File: src/rtl/data_memory_access_unit_pkg.sv
// ---------------------------------------------------------------------------
// data_memory_access_unit_pkg - funct3 load/store formats and FSM states.
// Rev 1.0
// ---------------------------------------------------------------------------
`default_nettype none

package data_memory_access_unit_pkg;

  localparam logic [2:0] FMT_B  = 3'b000;
  localparam logic [2:0] FMT_H  = 3'b001;
  localparam logic [2:0] FMT_W  = 3'b010;
  localparam logic [2:0] FMT_BU = 3'b100;
  localparam logic [2:0] FMT_HU = 3'b101;

  typedef enum logic [1:0] {
    ST_IDLE  = 2'd0,
    ST_ISSUE = 2'd1,
    ST_WAIT  = 2'd2,
    ST_DONE  = 2'd3
  } state_e;

  // Unsupported formats behave as W, so they share its alignment rule.
  function automatic logic is_misaligned(input logic [2:0] fmt, input logic [1:0] lo);
    case (fmt)
      FMT_B, FMT_BU: is_misaligned = 1'b0;
      FMT_H, FMT_HU: is_misaligned = lo[0];
      default:       is_misaligned = (lo != 2'b00);
    endcase
  endfunction

endpackage

`default_nettype wire

File: src/rtl/data_memory_lane_align.sv
// ---------------------------------------------------------------------------
// data_memory_lane_align - byte enables, store replication, load extension.
// Rev 1.0
// ---------------------------------------------------------------------------
`default_nettype none

module data_memory_lane_align
  import data_memory_access_unit_pkg::*;
(
  input  logic [2:0]  fmt_i,
  input  logic [1:0]  addr_lo_i,
  input  logic [31:0] store_data_i,
  input  logic [31:0] load_word_i,
  output logic [3:0]  byte_en_o,
  output logic [31:0] store_word_o,
  output logic [31:0] load_data_o
);

  logic [7:0]  lane_b;
  logic [15:0] lane_h;

  assign lane_b = load_word_i[{addr_lo_i, 3'b000} +: 8];
  assign lane_h = load_word_i[{addr_lo_i[1], 4'b0000} +: 16];

  always_comb begin
    byte_en_o    = 4'b1111;
    store_word_o = store_data_i;
    load_data_o  = load_word_i;
    case (fmt_i)
      FMT_B, FMT_BU: begin
        byte_en_o    = 4'b0001 << addr_lo_i;
        store_word_o = {4{store_data_i[7:0]}};
        load_data_o  = (fmt_i == FMT_B) ? {{24{lane_b[7]}}, lane_b} : {24'd0, lane_b};
      end
      FMT_H, FMT_HU: begin
        byte_en_o    = 4'b0011 << {addr_lo_i[1], 1'b0};
        store_word_o = {2{store_data_i[15:0]}};
        load_data_o  = (fmt_i == FMT_H) ? {{16{lane_h[15]}}, lane_h} : {16'd0, lane_h};
      end
      default: ;
    endcase
  end

endmodule

`default_nettype wire

File: src/rtl/data_memory_access_unit.sv
// ---------------------------------------------------------------------------
// data_memory_access_unit - core load/store to data bus bridge with stall.
// MISALIGNED_TRAP_EN: trap misaligned H/W accesses without a bus cycle.
// Rev 1.0
// ---------------------------------------------------------------------------
`default_nettype none

module data_memory_access_unit
  import data_memory_access_unit_pkg::*;
#(
  parameter int TIMEOUT = 255
) (
  input  logic        clock,
  input  logic        reset_n,
  input  logic        mem_read,
  input  logic        mem_write,
  input  logic [2:0]  data_format,
  input  logic [31:0] address,
  input  logic [31:0] write_data_in,
  output logic        stall,
  output logic [31:0] read_data_out,
  output logic        bus_error,
  output logic        misaligned_error,
  output logic [31:0] bus_address,
  output logic [31:0] bus_write_data,
  output logic [3:0]  bus_byte_enable,
  output logic        bus_read_enable,
  output logic        bus_write_enable,
  input  logic        bus_wait_req,
  input  logic        bus_valid,
  input  logic [31:0] bus_read_data
);

  state_e      state_q;
  logic [31:0] addr_q;
  logic [31:0] wdata_q;
  logic [2:0]  fmt_q;
  logic        write_q;
  logic [31:0] cnt_q;
  logic [31:0] rdata_q;
  logic        bus_err_q;

  logic        request;
  logic        timeout_hit;
  logic        issuing;
  logic [3:0]  byte_en;
  logic [31:0] store_word;
  logic [31:0] load_data;

  assign request     = mem_read | mem_write;
  assign timeout_hit = (TIMEOUT != 0) && (cnt_q == 32'(TIMEOUT - 1));
  assign issuing     = (state_q == ST_ISSUE);

  data_memory_lane_align u_align (
    .fmt_i        (fmt_q),
    .addr_lo_i    (addr_q[1:0]),
    .store_data_i (wdata_q),
    .load_word_i  (bus_read_data),
    .byte_en_o    (byte_en),
    .store_word_o (store_word),
    .load_data_o  (load_data)
  );

`ifdef MISALIGNED_TRAP_EN
  logic mis_err_q;
  assign misaligned_error = mis_err_q;
`else
  assign misaligned_error = 1'b0;
`endif

  always_ff @(posedge clock or negedge reset_n) begin
    if (!reset_n) begin
      state_q   <= ST_IDLE;
      addr_q    <= '0;
      wdata_q   <= '0;
      fmt_q     <= '0;
      write_q   <= 1'b0;
      cnt_q     <= '0;
      rdata_q   <= '0;
      bus_err_q <= 1'b0;
`ifdef MISALIGNED_TRAP_EN
      mis_err_q <= 1'b0;
`endif
    end else begin
      case (state_q)
        ST_IDLE: begin
          if (request) begin
            addr_q  <= address;
            fmt_q   <= data_format;
            write_q <= mem_write;
            wdata_q <= write_data_in;
            state_q <= ST_ISSUE;
`ifdef MISALIGNED_TRAP_EN
            if (is_misaligned(data_format, address[1:0])) begin
              mis_err_q <= 1'b1;
              state_q   <= ST_DONE;
            end
`endif
          end
        end
        ST_ISSUE: begin
          if (!bus_wait_req) begin
            if (write_q) begin
              state_q <= ST_DONE;
            end else if (bus_valid) begin
              rdata_q <= load_data;
              state_q <= ST_DONE;
            end else begin
              state_q <= ST_WAIT;
            end
          end
        end
        ST_WAIT: begin
          // Data arriving on the final allowed cycle beats the timeout.
          if (bus_valid) begin
            rdata_q <= load_data;
            state_q <= ST_DONE;
          end else if (timeout_hit) begin
            rdata_q   <= '0;
            bus_err_q <= 1'b1;
            state_q   <= ST_DONE;
          end else begin
            cnt_q <= cnt_q + 32'd1;
          end
        end
        ST_DONE: begin
          state_q   <= ST_IDLE;
          cnt_q     <= '0;
          rdata_q   <= '0;
          bus_err_q <= 1'b0;
`ifdef MISALIGNED_TRAP_EN
          mis_err_q <= 1'b0;
`endif
        end
      endcase
    end
  end

  assign stall            = (state_q == ST_IDLE) ? request : (state_q != ST_DONE);
  assign read_data_out    = rdata_q;
  assign bus_error        = bus_err_q;
  assign bus_read_enable  = issuing && !write_q;
  assign bus_write_enable = issuing && write_q;
  assign bus_address      = issuing ? {addr_q[31:2], 2'b00} : '0;
  assign bus_byte_enable  = issuing ? byte_en : '0;
  assign bus_write_data   = issuing ? store_word : '0;

endmodule

`default_nettype wire

File: config.mk
export PLATFORM = sky130hd
export DESIGN_NAME = data_memory_access_unit
export DESIGN_NICKNAME = d
export VERILOG_FILES = /design/src/rtl/data_memory_access_unit_pkg.sv /design/src/rtl/data_memory_lane_align.sv /design/src/rtl/data_memory_access_unit.sv
export SDC_FILE = /design/constraint.sdc
export NUM_CORES = 1
export LEC_CHECK = 0
export ABC_AREA = 1
export CAP_MARGIN = 10
export CORE_ASPECT_RATIO = 2
export CORE_MARGIN = 1.5
export CORE_UTILIZATION = 30
export DETAILED_ROUTE_END_ITERATION = 6
export HOLD_SLACK_MARGIN = 0.12
export PLACE_DENSITY = 0.65
export SLEW_MARGIN = 20
export SYNTH_ARGS = -nofsm -noshare
export SYNTH_HDL_FRONTEND = slang
export SYNTH_SLANG_ARGS = --single-unit
File: constraint.sdc
create_clock -name clock -period 1.9 [get_ports clock]
set_clock_uncertainty 0.05 [all_clocks]
set_input_delay 0.19 -clock clock [delete_from_list [all_inputs] [get_ports clock]]
set_output_delay 0.19 -clock clock [all_outputs]
set_load 0.01 [all_outputs]
==> results of run 1 <==
==> per-layer routing <==
layer / global-route usage (%) / up-vias
met1: 21.2 / 4109
met5: 0 / -
met2: 40.5 / 315
met4: 14.0 / 0
met3: 3.86 / 101
li1: - / 4195
==> cell usage in the layout (no fill, tap or decap), drive strengths merged, types with 6 or more instances in the layout <==
cell,instances
diode,6
xor2,10
clkdlybuf4s50,136
clkbuf,25
nor2,140
dfrtp,135
nand3,86
inv,98
o211ai,6
ha,7
buf,174
o21ai,32
o22ai,8
nand2,571
or2,7
==> path summary, 6_finish.rpt <==
path	start	end	slack (ps)	cells past startpoint
setup reg to reg	state_q[1]	read_data_out[23]	50	13
max in group asynchronous	reset_n	cnt_q[13]	880	3
hold / removal	write_data_in[16]	wdata_q[16]	230	3
setup / recovery	state_q[1]	bus_address[18]	-90	9
min in group asynchronous	reset_n	read_data_out[10]	240	2
hold reg to reg	read_data_out[24]	read_data_out[24]	420	2
==> worst max-delay path: cells and delay by family, from the launching register on <==
family / cells / cell delay [ps]
buf+inv: 7 / 710
flops: 1 / 370
fa+ha+maj: 1 / 180
simple gates: 1 / 40
==> cells by family (layout without fill, tap and decap cells) <==
group / after synthesis / after routing / synth area share (%)
AO/OA/AOI/OAI: 60 / 60 / 4.59
AND/OR/NAND/NOR: 813 / 814 / 41.4
flip-flops: 135 / 135 / 43.0
XOR/XNOR: 13 / 13 / 1.45
buffers and inverters: 152 / 447 / 8.39
other: 1 / 9 / 0.0478
adder cells (fa/ha/maj): 7 / 7 / 1.12
==> layout make-up <==
| type | count | area share, % |
|---|---|---|
| Antenna cell | 6 | 0.124 |
| Clock buffer | 22 | 3.99 |
| Clock inverter | 10 | 1.56 |
| Inverter | 99 | 3.20 |
| Multi-Input combinational cell | 897 | 34.4 |
| Sequential cell | 135 | 27.8 |
| Tap cell | 340 | 3.51 |
| Timing Repair Buffer | 316 | 25.4 |
==> stage by stage <==
stage	cells	TNS, ps
floorplan	1183	0
detailed placement	1755	-1170
global placement	1755	-373
finish	1825	-766
CTS	1809	-1660
global route	1825	-4140
==> registers in the layout, summed over array words and instances (netlist names) <==
name and cells:
bus_error 1, state_q 2, fmt_q 3, cnt_q 32, write_q 1, wdata_q 32
read_data_out 32, addr_q 32
==> power breakdown <==
group	leakage (nW)	internal, W	switching, W
Clock	0.327	0.00248	0.00133
Sequential	1.73	0.00397	0.000871
Combinational	4.27	0.00499	0.00601
Total	6.33	0.0114	0.00821
==> synthesized netlist by cell type (all sizes together) <==
cell	count
o21ai	32
dfrtp	135
buf	20
o22ai	8
o221ai	2
nor2	140
nor3	5
a32oi	1
clkinv	1
nand3	86
a21oi	4
a211oi	1
o21a	1
conb	1
inv	98
ha	7
o211ai	6
nand4	5
a22o	5
clkbuf	33
xnor2	3
xor2	10
or2	7
nand2	570
==> repair_timing <==
| item | 4_1_cts | 5_1_grt |
|---|---|---|
| gates cloned | 5 | 7 |
| pin swaps | 12 | 22 |
| endpoints found under the setup margin | 103 | 123 |
| hold buffers | 1 | 0 |
| hold endpoints to repair | 118 | 0 |
| gates resized for setup | 350 | 93 |
| setup buffers | 16 | 8 |
==> metrics.cfg, run 1 <==
[timing]
finalSetupViolations=26
period_share_pct=105
tightest_slew_ps=563
hold_ws_ps=232
final-max-slew-violation-count=0
max_slew_margin_pct=62.5
setup_ws_ps=-88.7
rsz0062_at_grt=yes
hold_viol=0
layout_min_cycle_time_ps=1990
fmax_mhz=503

[logic_synthesis]
syn_area_per_cell_um2=6.64
synth_top_area_share_pct=43.0
yosys.area.top_type=dfrtp_1
postSynthCellCount=1181
synth_cell_types=33
ys_ff_latch=135
yosysWarnings=0
synthTopCellsByArea=dfrtp_1, nand2_1, nor2_1
ys_seq_area_share_pct=43.0
synth_area_um2=7850

[floorplan]
initial_utilization_pct=30.6
design.core.area_um2=25700
design.die.area_um2=27200
rows=83
ioPinCount=210
die_x_um=117
die_h_um=232

[global_routing]
grt_max_degree=65
grt.overflow.total=0
grt_pass1_wl_um=45000
antenna_found_initial=6
grt_pass1_vias=8503
track_usage_pct=21.4

[power_and_ir_drop]
p_leak_nw=6.33
power_w=0.0196
ir_drop_v=0.000878
power.density_nw_per_um2=1620

[finish]
syn_to_final_growth_pct=54.6
multi_input_area_um2=4170
nFillCells=2586
stdcell_area_um2=12100
final_util_pct=47.3
layout-drive-gt1-share_pct=21.0
seq_area_um2=3380
final_nets=1578

[setup_path]
cp_slowest_cell=dfrtp_1
crit_top_cell=buf_12
cp_slowest_stage_delay_ps=370
crit_chain=inv_2 -> ha_4 -> buf_12 -> buf_12 -> buf_16 -> buf_12 -> nand2_4 -> inv_2 -> buf_6
startpoint_type=flip-flop
critPathKind=flip-flop to output pin
cp-end-kind=output pin
crit_fanout=5
cp_data_required_time_ps=1660
cp.arrival_ps=1750

[clock_tree]
clk_pin_slew_ps=60
clock_path_buffers=2
cts_tree=built
cts_root_buf=clkbuf_16
cts.sink_count=135
htree_levels=4
worstSkewPairLatency_ps=440
cts_inserted_buffers=17

[placement]
io_buffers=206
placed_area_um2=10800
gp_congestion=0.897
place_ws_ps=-77.5
dp_hpwl_um=21300

[drt]
wl_met2_um=16500
avgViaCountPerCell=4.78
detail_route.iter0.violations=430
wl_per_cell_um=16.5
met1_length_um=10500
ant_nets=0
met3_length_um=1180
highest_layer=met4
first_pass_iters=6
routed_wl_um=30100
vias=8720
drc_errors=0

[job]
drv_cap=0

[status]
violations=negative setup slack
status=finished, violations left

[min_path]
worstHoldPathType=primary input to flip-flop

(Power assumes the default switching activity.)
==> inputs of run 2 (changes only) <==
--- a/config.mk
+++ b/config.mk
@@ -11,8 +11,9 @@
 export CORE_MARGIN = 1.5
 export CORE_UTILIZATION = 30
 export DETAILED_ROUTE_END_ITERATION = 6
+export DONT_BUFFER_PORTS = 1
 export HOLD_SLACK_MARGIN = 0.12
-export PLACE_DENSITY = 0.65
+export PLACE_DENSITY = 0.55
 export SLEW_MARGIN = 20
 export SYNTH_ARGS = -nofsm -noshare
 export SYNTH_HDL_FRONTEND = slang
==> metrics.cfg, run 2 (synthesis results as in run 1) <==
[setup_path]
regToRegSetupSlack_ps=110
path_buf_inv=5
cp_slowest_cell=dfrtp_1
critPathKind=flip-flop to output pin
cp.arrival_ps=1740
cp_top_family=buffers and inverters
crit_chain=inv_2 -> ha_4 -> buf_12 -> clkinvlp_4 -> buf_4 -> nor3_4 -> buf_6
cp-end-kind=output pin
crit_fanout=5
cp_data_required_time_ps=1660
startpoint_type=flip-flop
cp_slowest_stage_delay_ps=390

[floorplan]
die_h_um=232
design.die.area_um2=27200
rows=83
design.core.area_um2=25700
die_x_um=117
ioPinCount=210
initial_utilization_pct=30.6

[clock_tree]
cts_root_buf=clkbuf_16
cts_tree=built
worstSkewPairLatency_ps=430
clk_pin_slew_ps=60
cts_hold_buf=103
htree_levels=4
cts.sink_count=135
cts_inserted_buffers=17
clock_path_buffers=2

[drt]
wl_per_cell_um=17.0
drc_errors=0
first_pass_iters=5
met3_length_um=1190
ant_nets=0
routed_wl_um=28800
wl_met2_um=15500
met1_length_um=10400
avgViaCountPerCell=4.79
vias=8106
detail_route.iter0.violations=498
highest_layer=met4

[power_and_ir_drop]
power.density_nw_per_um2=1570
p_leak_nw=5.59
ir_drop_v=0.000946
power_w=0.0171

[finish]
syn_to_final_growth_pct=38.7
layout-drive-gt1-share_pct=15.2
final_util_pct=42.4
layout_common_cells=nand2_1, dfrtp_1, nor2_1
final_common_cell=nand2_1
final_nets=1451

[placement]
dp_hpwl_um=19800
gp_congestion=0.986
place_ws_ps=19.2
io_buffers=0

[timing]
fmax_mhz=504
setup_ws_ps=-83.7
hold_viol=135
rsz0062_at_grt=yes
period_share_pct=104
hold_ws_ps=-599
final-max-slew-violation-count=0
finalSetupViolations=10
layout_min_cycle_time_ps=1980

[status]
violations=negative hold slack, negative setup slack
status=finished, violations left

[job]
drv_cap=0

[global_routing]
grt_pass1_wl_um=43600
grt_pass1_vias=8207
grt_max_degree=136
antenna_found_initial=0
grt.overflow.total=0
track_usage_pct=20.8

[min_path]
worstHoldPathType=primary input to async pin

run 2: final cells by class:
cell class	count	area, um2
Sequential cell	135	3380
Clock inverter	11	146
Fill cell	2612	14800
Timing Repair Buffer	190	1950
Inverter	99	385
Tap cell	340	425
Clock buffer	21	470
Multi-Input combinational cell	896	4120
Antenna cell	1	2.50
run 2: metrics by stage:
stage | instances | setup TNS, ps | cell area, um2
after global placement | 1531 | 0 | 8570
after global routing | 1692 | -1830 | 10900
after CTS | 1682 | -453 | 10600
after detailed placement | 1531 | 0 | 8570
final | 1693 | -402 | 10900
after floorplan | 1183 | 0 | 7860
run 2: power breakdown:
group	internal, W	switching, W	total [W]
Sequential	0.00397	0.00106	0.00503
Clock	0.00217	0.00133	0.00350
Combinational	0.00336	0.00523	0.00859
run 2: what timing repair did:
| action | in CTS | in global routing |
|---|---|---|
| cloned | 2 | 1 |
| setup endpoints to repair | 68 | 49 |
| hold endpoints to repair | 238 | 135 |
| pin swaps | 15 | 13 |
| setup buffers | 14 | 10 |
| gates resized for setup | 62 | 57 |
run 2: final timing paths:
| check | startpoint | end | cells after the start |
|---|---|---|---|
| worst max-delay path | state_q[1] | bus_byte_enable[0] | 7 |
| worst min-delay path | reset_n | cnt_q[20] | 0 |
| worst max register to register | cnt_q[10] | read_data_out[13] | 11 |
| worst min register to register | wdata_q[18] | wdata_q[18] | 2 |
| max in group asynchronous | reset_n | addr_q[19] | 0 |
| min in group clock | bus_read_data[11] | read_data_out[3] | 5 |
run 2: per-layer routing:
| layer | vias up | track usage (%) |
|---|---|---|
| met1 | 3804 | 20.9 |
| met2 | 282 | 38.9 |
| met4 | 0 | 13.4 |
| met3 | 93 | 3.90 |
| li1 | 3927 | - |
| met5 | - | 0 |
run 2: worst reg2reg max path, stage by stage, from the launching register on:
cell and delay [ps]:
dfrtp_1 470, inv_1 120, nand2_1 100, nor2_1 150
nand2_1 60, nor2_1 110, nand3_2 90, nand2_4 130
nand2_4 110, buf_12 160, nand2_1 60, nand2_1 60
